--- src/rtl/period_loader_pkg.sv ---
// Shared definitions for the period loader: FSM state encodings and default sizes.
// Latency: n/a (types and constants only).
// Backpressure: n/a.
package period_loader_pkg;

  // WIDTH must stay in step with the count_pulse stage this block feeds.
  localparam int DEF_WIDTH = 8;
  localparam int DEF_DEPTH = 4;

  typedef enum logic [1:0] {
    ST_IDLE = 2'd0,
    ST_LOAD = 2'd1,
    ST_WAIT = 2'd2
  } state_t;

endpackage

--- src/rtl/period_fifo.sv ---
// Synchronous FIFO of period values with occupancy count.
// Latency: a pushed entry is visible at head/level the cycle after the push edge.
// Backpressure: pushes while full are dropped; pops while empty are ignored.
module period_fifo #(
  parameter int WIDTH = 8,
  parameter int DEPTH = 4
) (
  input  logic                     clk,
  input  logic                     rst,
  input  logic [WIDTH-1:0]         push_data,
  input  logic                     push,
  input  logic                     pop,
  output logic [WIDTH-1:0]         head,
  output logic                     full,
  output logic                     empty,
  output logic [$clog2(DEPTH):0]   level
);

  localparam int AW = $clog2(DEPTH);
  localparam logic [AW:0] LVL_FULL = (AW+1)'(DEPTH);

  logic [WIDTH-1:0] mem [DEPTH];
  logic [AW-1:0]    wr_ptr;
  logic [AW-1:0]    rd_ptr;
  logic             do_push;
  logic             do_pop;

  assign full    = (level == LVL_FULL);
  assign empty   = (level == '0);
  // No push-through: a full FIFO rejects the push even if it pops on the same edge.
  assign do_push = push & ~full;
  assign do_pop  = pop & ~empty;
  assign head    = mem[rd_ptr];

  // Storage write; contents need no reset because level gates every read.
  always_ff @(posedge clk) begin
    if (do_push) mem[wr_ptr] <= push_data;
  end

  // Pointers wrap naturally at DEPTH (power of two); level tracks net push/pop.
  always_ff @(posedge clk or posedge rst) begin
    if (rst) begin
      wr_ptr <= '0;
      rd_ptr <= '0;
      level  <= '0;
    end else begin
      if (do_push) wr_ptr <= wr_ptr + AW'(1);
      if (do_pop)  rd_ptr <= rd_ptr + AW'(1);
      case ({do_push, do_pop})
        2'b10:   level <= level + 1'b1;
        2'b01:   level <= level - 1'b1;
        default: level <= level;
      endcase
    end
  end

endmodule

--- src/rtl/period_loader.sv ---
// Issues queued period values to count_pulse, one load per observed pulse.
// Latency: pulse at edge t -> lden/cnt in cycle t+1; push into idle empty FIFO -> lden after next edge.
// Backpressure: in_ready drops when the FIFO holds DEPTH entries; extra pushes are dropped.
module period_loader
  import period_loader_pkg::*;
#(
  parameter int WIDTH = DEF_WIDTH,
  parameter int DEPTH = DEF_DEPTH
) (
  input  logic                     clk,
  input  logic                     rst,
  input  logic [WIDTH-1:0]         in_period,
  input  logic                     in_valid,
  output logic                     in_ready,
  input  logic                     enable,
  input  logic                     repeat_last,
  input  logic                     pulse,
  output logic [WIDTH-1:0]         cnt,
  output logic                     lden,
  output logic                     running,
  output logic                     underrun,
  output logic [$clog2(DEPTH):0]   level
);

  state_t           state_q;
  state_t           state_d;
  logic [WIDTH-1:0] cnt_d;
  logic             lden_d;
  logic             underrun_d;
  logic             pop;
  logic [WIDTH-1:0] head;
  logic             full;
  logic             empty;

  assign in_ready = ~full;

  period_fifo #(
    .WIDTH (WIDTH),
    .DEPTH (DEPTH)
  ) u_fifo (
    .clk       (clk),
    .rst       (rst),
    .push_data (in_period),
    .push      (in_valid),
    .pop       (pop),
    .head      (head),
    .full      (full),
    .empty     (empty),
    .level     (level)
  );

  // State register.
  always_ff @(posedge clk or posedge rst) begin
    if (rst) state_q <= ST_IDLE;
    else     state_q <= state_d;
  end

  // Next state and next output values; the load happens on the edge that enters LOAD,
  // so cnt/lden are already valid for the whole LOAD cycle.
  always_comb begin
    state_d    = state_q;
    cnt_d      = cnt;
    lden_d     = 1'b0;
    underrun_d = underrun;
    pop        = 1'b0;
    case (state_q)
      ST_IDLE: begin
        if (enable && !empty) begin
          state_d    = ST_LOAD;
          pop        = 1'b1;
          cnt_d      = head;
          lden_d     = 1'b1;
          underrun_d = 1'b0;
        end
      end
      ST_LOAD: begin
        state_d = ST_WAIT;
      end
      ST_WAIT: begin
        if (pulse) begin
          if (!enable) begin
            state_d = ST_IDLE;
          end else if (!empty) begin
            state_d    = ST_LOAD;
            pop        = 1'b1;
            cnt_d      = head;
            lden_d     = 1'b1;
            underrun_d = 1'b0;
          end else if (repeat_last) begin
            // Reissue: cnt already holds the last period.
            state_d    = ST_LOAD;
            lden_d     = 1'b1;
            underrun_d = 1'b0;
          end else begin
            state_d    = ST_IDLE;
            underrun_d = 1'b1;
          end
        end
      end
      default: state_d = ST_IDLE;
    endcase
  end

  // Registered outputs; running mirrors the state being entered.
  always_ff @(posedge clk or posedge rst) begin
    if (rst) begin
      cnt      <= '0;
      lden     <= 1'b0;
      running  <= 1'b0;
      underrun <= 1'b0;
    end else begin
      cnt      <= cnt_d;
      lden     <= lden_d;
      running  <= (state_d != ST_IDLE);
      underrun <= underrun_d;
    end
  end

endmodule

--- config.mk ---
export PLATFORM = sky130hd
export DESIGN_NAME = period_loader
export DESIGN_NICKNAME = d
export VERILOG_FILES = /design/src/rtl/period_loader_pkg.sv /design/src/rtl/period_fifo.sv /design/src/rtl/period_loader.sv
export SDC_FILE = /design/constraint.sdc
export NUM_CORES = 1
export LEC_CHECK = 0
export BUFFER_PORTS_ARGS = -buffer_cell sky130_fd_sc_hd__buf_2
export CAP_MARGIN = 20
export CORE_MARGIN = 5
export CORE_UTILIZATION = 40
export CTS_CLUSTER_DIAMETER = 150
export CTS_CLUSTER_SIZE = 28
export DETAILED_ROUTE_END_ITERATION = 7
export PLACE_DENSITY = 0.64
export SLEW_MARGIN = 20
export SYNTH_ARGS = -nofsm -noshare
export SYNTH_HDL_FRONTEND = slang
export SYNTH_SLANG_ARGS = --single-unit
--- constraint.sdc ---
create_clock -name clk -period 2.9 [get_ports clk]
set_clock_uncertainty 0.2 [all_clocks]
set_input_delay 0.29 -clock clk [delete_from_list [all_inputs] [get_ports clk]]
set_output_delay 0.29 -clock clk [all_outputs]
set_load 0.05 [all_outputs]
; After elaboration in Yosys (flattened, before gate mapping)
; Memory sizes are Yosys's and may differ from the RTL's.
; Cells that the tools add are included.
[classes]
add_sub_neg = 4
eq_ne = 9
mux = 30
bitwise = 4
n_reduce_logical = 9
[ops]
columns = operator, count
row1 = $mux 8, 4
row2 = $mux 1, 18
row3 = $pmux 8 s2, 1
row4 = $ne 2x2->1 const B, 4
row5 = $pmux 1 s2, 3
row6 = $pmux 2 s3, 1
row7 = $pmux 3 s2, 1
row8 = $reduce_bool 2->1, 3
row9 = $reduce_and 5->1, 1
row10 = $add 2x1->2 const B, 2
row11 = $eq 2x1->1 const B, 2
row12 = $eq 2x2->1 const B, 2
row13 = $mux 2, 2
row14 = $reduce_and 4->1, 1
row15 = $add 3x1->3 const B, 1
row16 = $eq 3x3->1 const B, 1
row17 = $logic_not 3->1, 1
row18 = $sub 3x1->3 const B, 1
row19 = $and 1x1->1, 2
row20 = $logic_not 2->1, 1
row21 = $not 1->1, 2
row22 = $logic_and 1x1->1, 1
row23 = $logic_not 1->1, 1
[totals]
register_bits = 20
ram_bits = 32
in_bits = 14
out_inout_bits = 15
elab_cells = 65
memories = 1
[mem_list]
columns = memory, depth, width, rd, rd_clocked_by_memory_dff, write_ports, line_no
row1 = u_fifo.mem, 4, 8, 1, 0, 1, period_fifo.sv:22  ; logic [WIDTH-1:0] mem [DEPTH];

; Longest topological paths before layout
; Gate-level depths: netlist (run 1).
[logic_depth]
word_depth = 8
mapped_depth = 9
mapped_depth_nobuf = 9

; By module
; From an unflattened synthesis (run 1), not the netlist that was laid out.
[hier_totals]
hier_cells = 119
hier_area_um2 = 2183.3
[modules_own_cells]
columns = module, instances, cells_each, area_each_um2, seq_area_each_um2
row1 = period_fifo, 1, 80, 1596.5, 1136.1
row2 = period_loader, 1, 39, 586.8, 325.3

; Worst setup path after synthesis (run 1)
; No wires, ideal clock.
[synth_path]
kind = reg2reg
start = register u_fifo.level[2]
end = register u_fifo.level[2]
setup_time_ns = 0.082
t_arrival_ns = 2.431
required_ns = 2.618
slack_ns = 0.187
stages_incl_launch_ff = 10
n_path_buf = 0
synth_period_minus_slack_ns = 2.713
path_cell_list = dfrtp_1 or3b_4 and2_4 inv_1 ha_1 inv_1 fa_1 xor2_1 nor2_1 xor2_1
[synth_via]
elab_cells_between_ends = 19
classes_between = add/sub (2) / eq/ne (3) / mux (6) / bitwise (4) / reduce/logical (4)
[synth_rtl]
columns = item, line_no
row1 = start: declaration, period_fifo.sv:16  ; output logic [$clog2(DEPTH):0] level
row2 = start signal: assignment, period_fifo.sv:50  ; 2'b10: level <= level + 1'b1;
row3 = start signal: assignment, period_fifo.sv:51  ; 2'b01: level <= level - 1'b1;
row4 = start signal: assignment, period_fifo.sv:52  ; default: level <= level;
row5 = $eq 3x3->1 (*), period_fifo.sv:28  ; assign full = (level == LVL_FULL);
row6 = $not 1->1 (*), n/a
row7 = net in_ready, period_loader.sv:14  ; output logic in_ready,
row8 = $and 1x1->1 (*), period_fifo.sv:31  ; assign do_push = push & ~full;
row9 = $eq 2x1->1 / $eq 2x2->1 (equally long branches), period_fifo.sv:49  ; case ({do_push, do_pop})
row10 = $pmux 3 s2 / $reduce_bool 2->1 (equally long branches), n/a
; Mark *: on every way through the listed nets, which the timed path passes. The rest lies on a longest branch.
; A chain may end at the register's enable or synchronous reset.

; Worst setup path in the final report (run 1)
[layout_path]
start = register u_fifo.level[0]
end = register u_fifo.level[2]
[layout_via]
elab_chain_len = 8
elab_cells_between_ends = 19
classes_between = add/sub (2) / eq/ne (3) / mux (6) / bitwise (4) / reduce/logical (4)
[layout_rtl]
columns = item, line_no
row1 = $logic_not 3->1, period_fifo.sv:29  ; assign empty = (level == '0);
row2 = $mux 1 / $logic_not 1->1 (equally long branches), n/a
row3 = $mux 1 / $logic_and 1x1->1 (equally long branches), "period_loader.sv:81, period_loader.sv:68"
row4 = "$mux 1, on equally long branches", "period_loader.sv:80, period_loader.sv:68"
row5 = $pmux 1 s2, period_loader.sv:66  ; case (state_q)
row6 = $and 1x1->1, period_fifo.sv:32  ; assign do_pop = pop & ~empty;
row7 = $eq 2x1->1 / $eq 2x2->1 (equally long branches), period_fifo.sv:49
row8 = $pmux 3 s2 / $reduce_bool 2->1 (equally long branches), n/a
; Parallel ways exist; a longest one is shown, timed or not.

==> results of run 1 <==
-- synthesized netlist by cell type, types with 2 or more instances --
master    instances  share of area (%)
nor3b_1           2               0.71
o21ai_0           2               0.47
xor2_1            4                1.7
dfrtp_1          20                 24
mux4_2            8                8.5
xnor2_1           2               0.83
edfxtp_1         32                 46
and3_1            4                1.2
inv_1             9                1.6
mux2_2            8                4.3
ha_1              5                3.0
-- sequential cells by signal, indices dropped and copies added (netlist names) --
name	cells
u_fifo.mem	32
u_fifo.wr_ptr	2
u_fifo.rd_ptr	2
cnt	8
u_fifo.level	3
underrun	1
running	1
lden	1
state_q	2
-- stage by stage --
stage / setup slack, ps / instance area (um2) / hold slack (ps) / power, uW
global route: 333 / 2500 / 1.81 / 2840
detailed placement: 453 / 2340 / 295 / 2320
floorplan: 187 / 2110 / 53.8 / 2040
finish: 452 / 2500 / 9.21 / 2680
global placement: 563 / 2340 / 284 / 2260
CTS: 434 / 2490 / 1.44 / 2710
-- what timing repair did --
action,CTS,global route
hold endpoints to repair,41,2
hold buffers,7,1
endpoints found under the setup margin,0,0
-- cell usage in the layout, fill, tap and decap left out, types with 2 or more instances in the layout --
cell            n
xnor2_1         2
dfrtp_1        20
ha_1            5
and3_1          4
edfxtp_1       32
mux2_2          8
inv_1           9
buf_2          28
clkinv_2        2
clkbuf_8        5
dlygate4sd3_1   8
xor2_1          4
o21ai_0         2
nor3b_1         2
mux4_2          8
-- kinds of logic (layout without fill, tap and decap cells) --
family / count (synthesis) / after routing / synth area share, %
fa+ha+maj: 6 / 6 / 3.91
buf+inv: 11 / 54 / 2.01
compound gates: 6 / 6 / 1.84
simple gates: 17 / 17 / 6.52
xor+xnor: 6 / 6 / 2.49
flops: 52 / 52 / 69.2
mux: 18 / 18 / 14.0
-- worst min path at each step --
stage	to	slack, ps	cells past startpoint
4_1_cts	u_fifo.mem[0][4]	1	1
6_report	u_fifo.mem[3][5]	9	1
5_1_grt	u_fifo.mem[1][1]	2	1
2_1_floorplan	cnt[0]	50	1
3_5_place_dp	cnt[7]	290	1
3_3_place_gp	cnt[6]	280	1
-- layout make-up --
class,count,area [um2],share of cell area (%)
clock buffers,5,68.8,2.75
clock inverters,3,13.8,0.551
inverters,9,33.8,1.35
multi-input cells,53,607,24.3
flip-flops and latches,52,1460,58.5
well taps,70,87.6,3.50
repair buffers,37,228,9.11
-- routing by layer --
| metal | routed length, um | vias up | GRT usage, % |
|---|---|---|---|
| met3 | 126 | 5 | 2.93 |
| met1 | 1440 | 587 | 13.8 |
| met5 | 0 | - | 0 |
| met4 | 48 | 0 | 6.37 |
| li1 | - | 522 | - |
| met2 | 2090 | 26 | 22.4 |
-- power by group --
| part | switching (uW) | leakage [uW] | total, uW | internal, uW |
|---|---|---|---|---|
| Combinational | 665 | 0.000419 | 1090 | 426 |
| Clock | 221 | 0.0000453 | 385 | 164 |
| Sequential | 176 | 0.000533 | 1200 | 1020 |
==> metrics.txt, run 1 <==
outcome=finished, final reports clean; TritonCTS clock tree=done; synthesized instance count=116; Yosys reg bits=52; library cells used by synthesis=31; vias per cell=4.98; CP Data Arrival Time=2470 ps; PortBufs=28; minimum clock period=2450 ps; io pins=29; syn nets=136; Final Hold Vio Count=0; crit path capture type=flop; Setup CP Type=reg2reg; Num CTS Buffers=5; share of layout cells above drive strength 1=37.1%; max_slew headroom=45.4%; Slowest-stage cell, CP=dfrtp_1; Worst path depth=9; Max VDD drop=0.426 mV; placer congestion estimate=0.775; fill cell count=448; mapped cell area=0.00211 mm2; critical path, cell by cell=or3b_4 > and2_4 > inv_1 > ha_1 > inv_1 > fa_1 > xor2_1 > nor2_1 > xor2_1; largest net degree at the start of global routing=21; fin nets=178; Util after Layout=48.9%; clk slew on worst S/H paths=90 ps; vias in the first global route=1,229; DRC=0; asr flop ratio synth=38.5%; WL/cell=16.2 um; setup violators final=0; CTS Buffer Depth=2; height of the chip=82.6 um; CP Launch Type=flop; global route overflow=0; core area=0.00511 mm2; pwr dens=1070 mW/mm2; Worst Setup EP=u_fifo.level[2]; r2r endpoint=u_fifo.level[2]; drt total wl=3710 um; Max Freq=408 MHz; Initial Util=41.3%; CP Max Fanout=6; clock latency on the worst-skew pair=300 ps; MaxCap Viol Count=0; FP Rows=26; vias=1,140; wire length of the first global-routing pass=6000 um; worst r2r src=u_fifo.level[0]; hold_sp=in_period[5]; CP max stage delay=450 ps; DR pass1 iterations=4; initial drt markers=71; Final HPWL DP=2660 um; clk sink count=52; Crit. Startpoint=u_fifo.level[0]; total die area=0.00683 mm2; top_reg_cell synth=edfxtp_1; ant diodes=0; Slew @ Worst Pin=818 ps; reg2reg setup slack=450 ps; Resize count post-CTS=0; Post-synth EDFFs=32; Leak=0.000997 uW; H-tree levels=2; Die W=82.6 um; syn avg cell area=18.2 um2; sequential fraction of the synthesis area=69.2%; Crit path max-delay family=simple AND/OR/NAND/NOR gates; WP data required=2930 ps; initial antenna violation count=0; unrepaired setup endpoints after global routing=no; Reg2Reg Depth=9; GRT Util Overall=12.5%; Area Overhead vs Synth=18.4%; Final TNS setup=0 ps; DRT antenna net count=0; Post-CTS Setup Bufs=0; post-route clock period utilization=84.4%; Synthesis Warnings=0; Buf+Inv Stages, Crit Path=2; Non-Filler Instances=229; placed cells=213; HP Class=in2reg; max-slew violations=0; Root Buffer=clkbuf_8
No activity file was read; power rests on OpenSTA's default activity.
==> run 2, diff against run 1 <==
- ABC_AREA: default -> 1
- PLACE_DENSITY: 0.64 -> 0.66
- clock period: 2.9 -> 2.2 ns (I/O delays scaled with it)
==> metrics.txt, run 2 <==
outcome=finished, final reports clean; height of the chip=86.0 um; setup violators final=0; PortBufs=28; Synth top area share=41.6%; complex-gate fraction of the synthesized area=1.30%; Design Power=3900 uW; HP Class=in2reg; GRT Util Overall=11.3%; CP Max Fanout=4; syn avg cell area=10.0 um2; mapped cell area=0.00231 mm2; DRC=0; clock latency on the worst-skew pair=290 ps; Num CTS Buffers=5; mux share of post-synthesis cell area=0%; largest family of logic cells by synthesized area=simple AND/OR/NAND/NOR gates; number of flip-flops under the largest register name=32; pwr dens=1410 mW/mm2; io pins=29; Hold Path Depth=3; placer congestion estimate=0.716; Leak=0.00132 uW; vias per cell=4.34; post-route clock period utilization=92.8%; Non-Filler Instances=347; simple-gate portion of the synthesized area=22.1%; Final Hold Vio Count=0; Synthesis Warnings=0; fin nets=294; drt total wl=3790 um; most frequent cell after synthesis=nand2_1; initial drt markers=34; Post-synth EDFFs=32; Post-CTS Setup Bufs=0; syn nets=251; core area=0.00557 mm2; unrepaired setup endpoints after global routing=no; sequential fraction of the synthesis area=63.2%; most common cell after layout, fill and taps aside=nand2_1; DRT antenna net count=0; Area Overhead vs Synth=19.6%; pre-CTS setup slack=168 ps; most frequent cells in the layout=69 x nand2_1, 34 x inv_1, 32 x edfxtp_1; synth top area cells=edfxtp_1 42%, dfrtp_1 22%, nand2_1 12%; biggest registers after layout=u_fifo.mem: 32 flops, cnt: 8 flops, u_fifo.level: 3 flops; wire length of the first global-routing pass=6560 um; Reg with most FFs=u_fifo.mem; max_slew headroom=38.5%; initial antenna violation count=0; Max Freq=490 MHz; WP data required=2220 ps; DR pass1 iterations=4; Max VDD drop=0.595 mV; asr flop ratio synth=38.5%; CTS Buffer Depth=2; hold_ws=73.1 ps; minimum clock period=2040 ps; CP Data Arrival Time=2060 ps; Setup CP Type=reg2reg; clk sink count=52; vias in the first global route=1,468; Initial Util=41.5%; global route overflow=0; Yosys reg bits=52; clk slew on worst S/H paths=90 ps; library cells used by synthesis=21; final worst setup slack=159 ps; ant diodes=0; share of layout cells above drive strength 1=21.8%; Final TNS setup=0 ps; largest net degree at the start of global routing=36; H-tree levels=2; vias=1,506; Final HPWL DP=2770 um; cell taking the most area after synthesis=edfxtp_1; FP Rows=27; total die area=0.00740 mm2; Root Buffer=clkbuf_8; TritonCTS clock tree=done; CP Launch Type=flop; synthesized instance count=231; max-slew violations=0; post-synthesis adder-cell area fraction=3.57%; crit path capture type=flop; fill cell count=498; MaxCap Viol Count=0; Slew @ Worst Pin=923 ps; top_reg_cell synth=edfxtp_1; Die W=86.0 um; top post-synthesis cells by count=71 x nand2_1, 36 x inv_1, 32 x edfxtp_1; WL/cell=10.9 um; Reg2Reg Depth=10; placed cells=330; Post-Synth XOR/XNOR Area=1.52%
run 2: cell count changes in the layout (fill, tap and decap cells not counted), sizes merged, moves of 8 or more:
cell,previous run,this run
inv,9,37
mux2,9,0
mux4,8,0
nand2,0,73
nand3,0,12
nor2,1,26
or2,0,9
run 2: path summary, 6_finish.rpt:
check / endpoint / from / slack, ps
max in group asynchronous: u_fifo.level[1] / rst / 910
min in group asynchronous: cnt[4] / rst / 390
min: u_fifo.wr_ptr[1] / in_valid / 70
max: u_fifo.level[2] / u_fifo.level[0] / 160
max reg2reg: u_fifo.level[2] / u_fifo.level[0] / 160
min reg2reg: cnt[4] / cnt[4] / 280
run 2: cell families (layout without fill, tap and decap cells):
logic type	after synthesis	after routing
AO/OA/AOI/OAI	6	6
XOR/XNOR	4	4
adder cells (fa/ha/maj)	6	6
buffers and inverters	42	86
flip-flops	52	52
AND/OR/NAND/NOR	121	121
run 2: worst max-delay path: stages, from the launching register on:
cell and delay, ps:
dfrtp_2 420, nor2_4 60, nand2_2 80, nand2_1 70
nor2_2 170, ha_4 150, inv_2 40, fa_2 340
or2_4 260, nand2_2 60, xor2_1 140
run 2: layer usage:
metal	vias up	track usage [%]	wire length, um
met2	28	18.8	1830
li1	796	-	-
met5	-	0	0
met3	4	3.46	172
met4	0	4.32	58
met1	678	13.8	1730
run 2: through the flow:
step | util, % | area [um2]
global route | 49.6 | 2770
global placement | 46.0 | 2560
floorplan | - | 2350
detailed placement | 46.0 | 2560
finish | 49.6 | 2770
CTS | 49.6 | 2770
run 2: what timing repair did:
| action | CTS | global route |
|---|---|---|
| resized for setup | 0 | 0 |
| hold buffers | 9 | 0 |
| hold endpoints to repair | 52 | 0 |
run 2: where the power goes:
group	total, uW	leakage, uW	internal [uW]	switching [uW]
Combinational	1690	0.000725	527	1160
Sequential	1570	0.000535	1350	219
Clock	641	0.0000558	344	298
run 2: final cells by class:
class	instances	area [um2]	share of cell area, %
Tap cell	72	90.1	3.26
Timing Repair Buffer	42	268	9.68
Clock inverter	2	38.8	1.40
Multi-Input combinational cell	137	696	25.2
Inverter	36	135	4.89
Sequential cell	52	1470	53.0
Clock buffer	6	72.6	2.62
==> run 3, diff against run 2 <==
- MAX_ROUTING_LAYER: default -> met4
- SETUP_SLACK_MARGIN: default -> 0.3
==> metrics.txt, run 3 (synthesis gave the netlist of run 2 again) <==
fin nets=301; CP max stage delay=430 ps; PortBufs=28; post-route clock period utilization=88.7%; vias in the first global route=1,580; initial antenna violation count=0; DRT antenna net count=0; pre-CTS setup slack=150 ps; Design Power=4080 uW; met3 WL=174 um; core area=0.00557 mm2; clock latency on the worst-skew pair=300 ps; global route overflow=0; clk slew on worst S/H paths=100 ps; Slew @ Worst Pin=756 ps; Max Freq=512 MHz; H-tree levels=2; most common cell after layout, fill and taps aside=nand2_1; height of the chip=86.0 um; WP data required=2230 ps; Final TNS setup=0 ps; DR pass1 iterations=4; FP Rows=27; HP Class=in2reg; unrepaired setup endpoints after global routing=yes; share of layout cells above drive strength 1=25.9%; hold_ws=71.8 ps; Die W=86.0 um; TritonCTS clock tree=done; Leak=0.00135 uW; Reg with most FFs=u_fifo.mem; FF/Latch Area=0.00147 mm2; MaxCap Viol Count=0; Buf+Inv Stages, Crit Path=1; placer congestion estimate=0.695; drt total wl=4090 um; outcome=finished, final reports clean; total die area=0.00740 mm2; largest net degree at the start of global routing=36; fill cell count=499; footprint of the multi-input gates=723 um2; Crit path max-delay family=simple AND/OR/NAND/NOR gates; initial drt markers=69; final worst setup slack=249 ps; wire length of the first global-routing pass=7390 um; pwr dens=1430 mW/mm2; vias per cell=4.36; most frequent cells in the layout=68 x nand2_1, 33 x inv_1, 32 x edfxtp_1; CTS Buffer Depth=2; max-slew violations=0; DRC=0; vias=1,545; WL met1=1790 um; crit path capture type=flop; minimum clock period=1950 ps; Slowest-stage cell, CP=dfrtp_2; Final Hold Vio Count=0; CP Launch Type=flop; max layer used=met4; WL/cell=11.6 um; Num CTS Buffers=5; Max VDD drop=0.606 mV; met2 WL=2060 um; Area Overhead vs Synth=23.2%; number of flip-flops under the largest register name=32; CP Data Arrival Time=1980 ps; GRT Util Overall=13.3%; ant diodes=0; setup violators final=0; clk sink count=52; biggest registers after layout=u_fifo.mem: 32 flops, cnt: 8 flops, u_fifo.level: 3 flops; Util after Layout=51.1%; Final HPWL DP=2810 um; max_slew headroom=49.5%; Setup CP Type=reg2reg; Initial Util=41.5%; Root Buffer=clkbuf_8; io pins=29; critical path, cell by cell=nor2_4 > nand2_4 > nand2_8 > ha_4 > inv_4 > fa_2 > or2_4 > nand2_2 > xor2_1; CP Max Fanout=3
## run 3: cell type report
type	instances	share of cell area [%]
Clock buffer	6	2.55
Clock inverter	2	1.36
Inverter	36	4.83
Multi-Input combinational cell	137	25.4
Sequential cell	52	51.5
Tap cell	72	3.16
Timing Repair Buffer	49	11.2
## run 3: worst paths after layout
| path | from | end | slack, ps | depth (start not counted) |
|---|---|---|---|---|
| worst max-delay path | u_fifo.level[1] | u_fifo.level[2] | 250 | 9 |
| worst min-delay path | repeat_last | underrun | 70 | 5 |
| worst max register to register | u_fifo.level[1] | u_fifo.level[2] | 250 | 9 |
| worst min register to register | cnt[1] | cnt[1] | 280 | 2 |
| max in group asynchronous | rst | u_fifo.level[1] | 890 | 3 |
| min in group asynchronous | rst | u_fifo.level[0] | 380 | 3 |
## run 3: routing by layer
layer / global-route usage [%] / up-vias
li1: - / 810
met1: 15.4 / 706
met2: 22.0 / 24
met3: 3.27 / 5
met4: 5.18 / 0
met5: - / -
## run 3: timing repair
| action | in CTS | in global routing |
|---|---|---|
| endpoints found under the setup margin | 2 | 7 |
| pin swaps | 9 | 7 |
| hold endpoints to repair | 52 | 0 |
| resized for setup | 8 | 2 |
| setup buffers | 7 | 0 |
| hold buffers | 9 | 0 |
## run 3: where the power goes
part | internal (uW) | switching [uW] | leakage [uW] | total (uW)
clock | 344 | 307 | 0.0000558 | 650
sequential | 1350 | 200 | 0.000534 | 1550
combinational | 630 | 1250 | 0.000763 | 1870
## run 3: worst min-delay path, delay by kind of cell
family | cells | cell delay [ps]
and+or+nand+nor | 4 | 240
buffers and inverters | 1 | 70
## run 3: per-stage QoR
stage | instances | instance area (um2)
2_1_floorplan | 231 | 2350
3_3_place_gp | 330 | 2560
3_5_place_dp | 330 | 2560
4_1_cts | 354 | 2840
5_1_grt | 354 | 2850
6_report | 354 | 2850
